==> src/rtl/systolic_input_feeder.sv <==
// systolic_input_feeder: upstream feeder for an N x N weight-stationary
// systolic array. Takes one weight matrix per job and a stream of N-element
// vectors, buffers vectors in a small FIFO, skews them diagonally (lane i
// delayed i cycles), drains N-1 zero cycles after the last vector and then
// pulses job_done.
// Optional build macro: FEEDER_STALL_CNT_EN adds the stall_cycles output
// (STREAM cycles spent with an empty FIFO).
module systolic_input_feeder #(
    parameter int DATA_WIDTH = 16,
    parameter int N          = 4,
    parameter int FIFO_DEPTH = 4
) (
    input  logic                         clk,
    input  logic                         reset,
    input  logic                         w_valid,
    output logic                         w_ready,
    input  logic [N*N*DATA_WIDTH-1:0]    w_data,
    input  logic                         vec_valid,
    output logic                         vec_ready,
    input  logic [N*DATA_WIDTH-1:0]      vec_data,
    input  logic                         vec_last,
    output logic                         array_load_weights,
    output logic [N*N*DATA_WIDTH-1:0]    array_w_in,
    output logic                         array_start,
    output logic [N*DATA_WIDTH-1:0]      array_x_in,
    output logic                         busy,
    output logic [15:0]                  vec_count,
    output logic                         job_done
`ifdef FEEDER_STALL_CNT_EN
    ,
    output logic [15:0]                  stall_cycles
`endif
);

    localparam int PTR_W   = $clog2(FIFO_DEPTH);
    localparam int CNT_W   = PTR_W + 1;
    localparam int DRAIN_W = (N > 1) ? $clog2(N) : 1;

    typedef enum logic [1:0] {IDLE, LOAD_W, STREAM, DRAIN} state_t;

    state_t               state, state_next;
    logic [DRAIN_W-1:0]   drain_cnt, drain_next;
    logic                 finish;
    logic                 last_seen;

    logic [N*DATA_WIDTH-1:0] fifo_data [FIFO_DEPTH];
    logic [FIFO_DEPTH-1:0]   fifo_last;
    logic [PTR_W-1:0]        wr_ptr, rd_ptr;
    logic [CNT_W-1:0]        fifo_cnt;
    logic                    fifo_full, fifo_empty;
    logic                    push, pop;
    logic [N*DATA_WIDTH-1:0] pop_data;
    logic                    pop_last;
    logic                    load_entry;
    logic [N-1:0]            lane_valid;

    assign fifo_full  = (fifo_cnt == CNT_W'(FIFO_DEPTH));
    assign fifo_empty = (fifo_cnt == '0);
    assign vec_ready  = !fifo_full && !last_seen;
    assign push       = vec_valid && vec_ready;
    assign pop        = (state == STREAM) && !fifo_empty;
    assign pop_data   = fifo_data[rd_ptr];
    assign pop_last   = fifo_last[rd_ptr];
    assign load_entry = (state == IDLE) && w_valid;

    // Next-state, drain counter and Moore outputs of the job FSM.
    always_comb begin
        state_next         = state;
        drain_next         = drain_cnt;
        finish             = 1'b0;
        w_ready            = (state == IDLE);
        busy               = (state != IDLE);
        array_load_weights = (state == LOAD_W);
        case (state)
            IDLE: begin
                if (w_valid) state_next = LOAD_W;
            end
            LOAD_W: begin
                state_next = STREAM;
            end
            STREAM: begin
                if (pop && pop_last) begin
                    if (N == 1) begin
                        state_next = IDLE;
                        finish     = 1'b1;
                    end else begin
                        state_next = DRAIN;
                        drain_next = DRAIN_W'(N - 1);
                    end
                end
            end
            DRAIN: begin
                drain_next = drain_cnt - DRAIN_W'(1);
                if (drain_next == '0) begin
                    state_next = IDLE;
                    finish     = 1'b1;
                end
            end
            default: state_next = IDLE;
        endcase
    end

    // FSM state, drain counter, job_done pulse and last-vector gate.
    always_ff @(posedge clk or posedge reset) begin
        if (reset) begin
            state     <= IDLE;
            drain_cnt <= '0;
            job_done  <= 1'b0;
            last_seen <= 1'b0;
        end else begin
            state     <= state_next;
            drain_cnt <= drain_next;
            job_done  <= finish;
            if (finish)
                last_seen <= 1'b0;
            else if (push && vec_last)
                last_seen <= 1'b1;
        end
    end

    // Weight capture on handshake; held stable for the whole job.
    always_ff @(posedge clk or posedge reset) begin
        if (reset)
            array_w_in <= '0;
        else if (load_entry)
            array_w_in <= w_data;
    end

    // FIFO storage; contents need no reset because pointers are flushed.
    always_ff @(posedge clk) begin
        if (push) begin
            fifo_data[wr_ptr] <= vec_data;
            fifo_last[wr_ptr] <= vec_last;
        end
    end

    // FIFO pointers and occupancy; pointers wrap naturally (power-of-two depth).
    always_ff @(posedge clk or posedge reset) begin
        if (reset) begin
            wr_ptr   <= '0;
            rd_ptr   <= '0;
            fifo_cnt <= '0;
        end else begin
            if (push) wr_ptr <= wr_ptr + PTR_W'(1);
            if (pop)  rd_ptr <= rd_ptr + PTR_W'(1);
            case ({push, pop})
                2'b10:   fifo_cnt <= fifo_cnt + CNT_W'(1);
                2'b01:   fifo_cnt <= fifo_cnt - CNT_W'(1);
                default: fifo_cnt <= fifo_cnt;
            endcase
        end
    end

    // Popped-vector counter, cleared when a new job's weights are taken.
    always_ff @(posedge clk or posedge reset) begin
        if (reset)
            vec_count <= '0;
        else if (load_entry)
            vec_count <= '0;
        else if (pop && (vec_count != 16'hFFFF))
            vec_count <= vec_count + 16'd1;
    end

`ifdef FEEDER_STALL_CNT_EN
    // Bubble counter: STREAM cycles with nothing to pop.
    always_ff @(posedge clk or posedge reset) begin
        if (reset)
            stall_cycles <= '0;
        else if (load_entry)
            stall_cycles <= '0;
        else if ((state == STREAM) && fifo_empty && (stall_cycles != 16'hFFFF))
            stall_cycles <= stall_cycles + 16'd1;
    end
`endif

    genvar gi;
    generate
        for (gi = 0; gi < N; gi++) begin : g_lane
            logic [DATA_WIDTH-1:0] d_q [0:gi];
            logic                  v_q [0:gi];

            // Lane gi delay line: gi+1 stages, bubbles enter as zero/invalid.
            always_ff @(posedge clk or posedge reset) begin
                if (reset) begin
                    for (int unsigned s = 0; s <= gi; s++) begin
                        d_q[s] <= '0;
                        v_q[s] <= 1'b0;
                    end
                end else begin
                    d_q[0] <= pop ? pop_data[gi*DATA_WIDTH +: DATA_WIDTH] : '0;
                    v_q[0] <= pop;
                    for (int unsigned s = 1; s <= gi; s++) begin
                        d_q[s] <= d_q[s-1];
                        v_q[s] <= v_q[s-1];
                    end
                end
            end

            assign array_x_in[gi*DATA_WIDTH +: DATA_WIDTH] = v_q[gi] ? d_q[gi] : '0;
            assign lane_valid[gi] = v_q[gi];
        end
    endgenerate

    assign array_start = |lane_valid;

endmodule

==> config.mk <==
export PLATFORM = sky130hd
export DESIGN_NAME = systolic_input_feeder
export DESIGN_NICKNAME = d
export VERILOG_FILES = /design/src/rtl/systolic_input_feeder.sv
export SDC_FILE = /design/constraint.sdc
export NUM_CORES = 1
export LEC_CHECK = 0
export ABC_AREA = 1
export BUFFER_PORTS_ARGS = -buffer_cell sky130_fd_sc_hd__buf_2
export CAP_MARGIN = 20
export CORE_AREA = 2 2 258 260
export CTS_BUF_LIST = sky130_fd_sc_hd__clkbuf_16
export DETAILED_ROUTE_END_ITERATION = 8
export DIE_AREA = 0 0 260 262
export PLACE_DENSITY = 0.64
export SLEW_MARGIN = 10
export SYNTH_ARGS = -nofsm -noshare
export SYNTH_HDL_FRONTEND = slang
export SYNTH_SLANG_ARGS = --single-unit
export TNS_END_PERCENT = 20
==> constraint.sdc <==
create_clock -name clk -period 13.25 [get_ports clk]
set_input_delay 1.325 -clock clk [delete_from_list [all_inputs] [get_ports clk]]
set_output_delay 1.325 -clock clk [all_outputs]
set_load 0.05 [all_outputs]
=== After elaboration in Yosys (flattened, before gate mapping) ===
Memory sizes are Yosys's and may differ from the RTL's.
Index checks and enable logic that the tools add are counted.

* Flip-flop bits (word level): 453
* Bits in writable memories: 256
* Bits of input ports: 325
* Output and inout port bits: 342
* Logic and storage cells: 93
* Memories: 1

* Add/subtract/negate cells: 6
* $lt $le $gt $ge: 3
* Equal/unequal tests: 10
* Multiplexer cells: 27
* Reduce and logical (&&, ||, !) cells: 22

{| class="wikitable"
|+ Memory list
! name !! words !! width !! rd ports !! clocked after Yosys merged registers in !! write ports !! RTL line !! text
|-
| fifo_data || 4 || 64 || 1 || 0 || 1 || 46 || <nowiki>logic [N*DATA_WIDTH-1:0] fifo_data [FIFO_DEPTH];</nowiki>
|}

{| class="wikitable"
|+ Operators with widths
! kind !! count
|-
| $mux 16 || 10
|-
| $add 16x1->16 const B || 1
|-
| $ne 16x16->1 const B || 1
|-
| $reduce_bool 2->1 || 5
|-
| $logic_and 1x1->1 || 8
|-
| $mux 1 || 8
|-
| $pmux 2 s4 || 1
|-
| $eq 2x2->1 const B || 3
|-
| $lt 2x3->1 const B || 2
|-
| $mux 2 || 3
|-
| $pmux 3 s2 || 1
|-
| $add 2x1->2 const B || 2
|-
| $bwmux 4 || 1
|-
| $eq 2x1->1 const B || 2
|-
| $logic_not 2->1 || 2
|-
| $ne 2x2->1 const B || 2
|-
| $pmux 2 s2 || 1
|-
| $reduce_or 4->1 || 1
|-
| $add 3x1->3 const B || 1
|-
| $eq 3x3->1 const B || 1
|-
| $logic_not 1->1 || 3
|-
| $logic_not 3->1 || 1
|-
| $reduce_and 3->1 || 1
|-
| $sub 3x1->3 const B || 1
|-
| other kinds (6) || 6
|}

=== Depth between registers and ports, before layout ===
* Word-level depth: 7
* Gate-level depth with buffers: 12
* Mapped depth without buffers: 10

=== Least setup slack after synthesis ===
OpenSTA, ideal clock, no wires.

* Kind: reg2reg
* From: reg fifo_cnt[0]
* To: mem fifo_data[0][0] in the netlist's numbering, enable pin
* Setup time: 0.488 ns
* Arrival: 4.453 ns
* Required time: 12.762 ns
* Setup slack: 8.309 ns
* Cell stages (with the launch flop): 5
* Path buffers: 0
* Clock period less this slack: 4.941 ns
* Cells stage by stage: dfrtp_1 -> nor2_1 -> a21oi_1 -> nand2_1 -> nor2_1

* Cells in the longest elaborated chain, start to end: 6

{| class="wikitable"
|+ Ends and longest elaborated chain
! item !! RTL line !! text
|-
| start: declaration || 49 || <nowiki>logic [CNT_W-1:0] fifo_cnt;</nowiki>
|-
| start signal: assignment || 147 || <nowiki>2'b10: fifo_cnt <= fifo_cnt + CNT_W'(1);</nowiki>
|-
| start signal: assignment || 148 || <nowiki>2'b01: fifo_cnt <= fifo_cnt - CNT_W'(1);</nowiki>
|-
| start signal: assignment || 149 || <nowiki>default: fifo_cnt <= fifo_cnt;</nowiki>
|-
| $eq 3x3->1 || 57 || <nowiki>assign fifo_full = (fifo_cnt == CNT_W'(FIFO_DEPTH));</nowiki>
|-
| $logic_not 1->1 || 59 || <nowiki>assign vec_ready = !fifo_full && !last_seen;</nowiki>
|-
| $logic_and 1x1->1 || 59 ||
|-
| named net vec_ready || 19 || <nowiki>output logic vec_ready,</nowiki>
|-
| $logic_and 1x1->1 || 60 || <nowiki>assign push = vec_valid && vec_ready;</nowiki>
|-
| $mux 1 || 131 || <nowiki>if (push) begin</nowiki>
|-
| $mux 1 (implied by the code) || 132 || <nowiki>fifo_data[wr_ptr] <= vec_data;</nowiki>
|-
| end: declaration || 46 ||
|}

The timed path passes the listed nets, and every way through them passes these cells.

=== Worst setup path after layout ===
* From: reg g_lane[3].v_q[0] in the netlist's numbering
* To: out array_start

* Cells in the longest elaborated chain, start to end: 1

{| class="wikitable"
|+ Ends and longest elaborated chain
! item !! RTL line !! text
|-
| start: declaration || 180 || <nowiki>logic v_q [0:gi];</nowiki>
|-
| start signal: indexed assignment || 194 || <nowiki>v_q[s] <= v_q[s-1];</nowiki>
|-
| $reduce_or 4->1 || 204 || <nowiki>assign array_start = |lane_valid;</nowiki>
|-
| end: declaration || 24 || <nowiki>output logic array_start,</nowiki>
|}

Every way passes these cells.

==> summary.md <==
| Metric | Value |
|---|---|
| Status | finished, final reports clean |
| Fraction of registers with async set or reset after synthesis | 0.633 |
| CTS H-tree lvls | 3 |
| # Max-Cap Violations | 0 |
| Core area | 65300 um^2 |
| WP data arrival | 2.14 ns |
| Critical path class | reg -> out |
| Clock Power Share | 0.224 |
| Worst-Skew Late Latency | 0.63 ns |
| Setup TNS | 0 ns |
| CTS tree | done |
| Worst-Margin Slew | 1.12 ns |
| Clock Path Buffers | 3 |
| Worst Hold Slack | 0.339 ns |
| Final GP Congestion | 0.976 |
| Adder-cell share of the synthesized area | 0.00607 |
| Row cnt | 94 |
| Tmin final | 3.46 ns |
| Reg power frac | 0.381 |
| Hold Crit Class | reg -> reg |
| Netlist Area Pre-Place | 26000 um^2 |
| # fillers | 6017 |
| Tcrit/Tclk final | 0.261 |
| Fmax | 289 MHz |
| Sequential cell area fraction in the yosys report | 0.733 |
| Starting Density | 0.398 |
| # IOs | 667 |
| DIE HEIGHT | 262 um |
| Initial antenna violation count | 42 |
| Final Hold Violating Endpoints | 0 |
| Worst Path Required | 11.93 ns |
| Vias/cell | 4.79 |
| Post-Synth Simple-Gate Area | 0.180 |
| Number of global-route vias before repair | 18100 |
| Post-Synth XOR/XNOR Area | 0.00304 |
| Slew headroom | 0.255 |
| Switching share of power | 0.457 |
| Vias | 19100 |
| Synth Area per Inst | 10.9 um^2 |
| Switching pwr | 4.02 mW |
| Leakage | 16.5 nW |
| Synth Instances | 2391 |
| Die width | 260 um |
| Final Max Tran Viols | 0 |
| Gate power share | 0.395 |
| Max IR drop VDD | 0.000169 V |
| WL final | 82800 um |
| Clk sinks | 709 |
| CP Max Fanout | 17 |
| TritonCTS Buffers | 74 |
| Final ANT Viol Nets | 0 |
| Crit path capture type | output port |
| Largest net degree at the start of global routing | 186 |
| Worst Setup Slack, final | 9.79 ns |
| Startpoint types | flop |
| PostCTS Resize Cnt | 0 |
| Largest family of logic cells by synthesized area | simple AND/OR/NAND/NOR gates |
| Drt first pass iters | 7 |
| Gr ovfl total | 0 |
| Cell variety after synth | 33 |
| #FFs+latches synth | 709 |
| Layout cells sized above 1 | 0.258 |
| Dpl hpwl | 57200 um |
| Compound-Gate Fraction of Synth Area | 0.0414 |
| Storage element area | 19000 um^2 |
| Clk slew on worst S/H paths | 0.06 ns |
| Layout Nets | 3370 |
| # setup viols final | 0 |
| Global-route usage over all layers | 0.236 |
| Mapped Nets | 2728 |
| Die area | 68100 um^2 |
| Clk_skew | 0.0310 ns |
| Area Growth Syn to Fin | 24.9% |
| DRC errors left | 0 |
| # hold bufs at CTS | 0 |
| Multi-input logic area | 6040 um^2 |
| Internal Power | 4.78 mW |
| Routed WL per cell | 20.8 um |
| Post-synthesis mux area share | 0 |
| First-pass GRT wire length | 118000 um |
| Number of port buffers | 666 |
| Post-synth EDFFs | 260 |
| Postcts setup bufs | 0 |
| Pwr Density | 271 nW/um^2 |
| Most common flop cell mapped by yosys | dfrtp_1 |
| Yosys warning count | 0 |
| RSZ-0062 raised after global routing | no |
| Pre-CTS WS | 9.00 ns |
| Root Buffer | clkbuf_16 |
| Initial DRC count | 1615 |
-- logic make-up (layout without fill, tap and decap cells) --
family / after synthesis / count (layout)
AND/OR/NAND/NOR: 1229 / 1229
buffers and inverters: 223 / 926
other: 0 / 17
flip-flops: 709 / 709
XOR/XNOR: 9 / 9
adder cells (fa/ha/maj): 12 / 12
AO/OA/AOI/OAI: 209 / 209
-- per-layer routing --
layer  global-route usage  wire length (um)  vias up
met1                0.305             33700     9236
met4                0.107              3620       20
li1                     -                 -     8901
met2                0.371             38800      706
met3               0.0693              6530      187
met5                    0               126        -
-- power groups by stage --
stage               combinational [mW]  sequential [mW]  clock, mW
floorplan                         1.26             4.56          0
detailed placement                3.49             3.39          0
global placement                  3.46             3.37          0
global route                      3.74             3.43       2.10
CTS                               3.50             3.35       2.02
finish                            3.47             3.36       1.97
-- worst paths after layout --
check	slack, ns	start	depth (start not counted)	to
setup reg to reg	9.85	state[0]	7	array_w_in[174]
hold reg to reg	0.34	g_lane[3].d_q[49]	0	g_lane[3].d_q[33]
hold / removal	0.34	g_lane[3].d_q[49]	0	g_lane[3].d_q[33]
min in group asynchronous	0.99	reset	3	array_w_in[50]
max in group asynchronous	9.84	reset	5	g_lane[2].d_q[41]
setup / recovery	9.79	g_lane[3].v_q[0]	2	array_start
-- synthesized netlist by cell type (3+ instances only) --
master | count | area [um^2]
buf_6 | 4 | 45.0
inv_1 | 103 | 387
edfxtp_1 | 260 | 7810
a21oi_1 | 67 | 335
dfrtp_1 | 449 | 11200
buf_2 | 47 | 235
nor2_1 | 291 | 1090
clkbuf_1 | 48 | 180
ha_1 | 11 | 138
o21bai_1 | 3 | 22.5
o21ai_0 | 133 | 666
nand3_1 | 12 | 60.1
nand2_1 | 909 | 3410
buf_1 | 17 | 63.8
xor2_1 | 8 | 70.1
nand4_1 | 12 | 75.1
-- critical path: stages, from the launching register on --
cell and delay, ns:
dfrtp_1 0.65, or4_1 0.63, buf_2 0.24
-- placed cells by master, fill, tap and decap left out, types with 4 or more instances in the layout --
cell,synthesis,layout
nand2_1,909,908
buf_2,47,666
dfrtp_1,449,447
nor2_1,291,287
edfxtp_1,260,260
o21ai_0,133,133
inv_1,103,125
clkbuf_16,0,74
a21oi_1,67,67
diode_2,0,17
buf_4,1,16
clkinv_1,0,15
nand3_1,12,12
nand4_1,12,12
ha_1,11,11
clkinv_2,1,9
xor2_1,8,8
nor2_4,1,5
inv_6,0,4
-- final cells by class --
cell class / count / share of cell area
Sequential cell: 709 / 0.587
Inverter: 106 / 0.0127
Clock buffer: 74 / 0.0571
Timing Repair Buffer: 683 / 0.107
Tap cell: 864 / 0.0333
Antenna cell: 17 / 0.00131
Clock inverter: 63 / 0.0147
Multi-Input combinational cell: 1459 / 0.186
-- metrics by stage --
stage	utilization	instance area (um^2)	total power, mW	std cells
finish	0.497	32400	8.80	3975
global route	0.497	32400	9.27	3972
CTS	0.496	32400	8.88	3958
detailed placement	0.460	30100	6.88	3821
global placement	0.460	30100	6.84	3821
floorplan	-	26000	5.81	2391
-- sequential cells by signal (all words and copies together) (netlist names) --
name and flops:
array_w_in 256, drain_cnt 2, fifo_cnt 3, fifo_data 256
fifo_last 4, g_lane.d_q 160, g_lane.v_q 4, job_done 1
last_seen 1, rd_ptr 2, state 2, vec_count 16
wr_ptr 2
(Power assumes the default switching activity.)
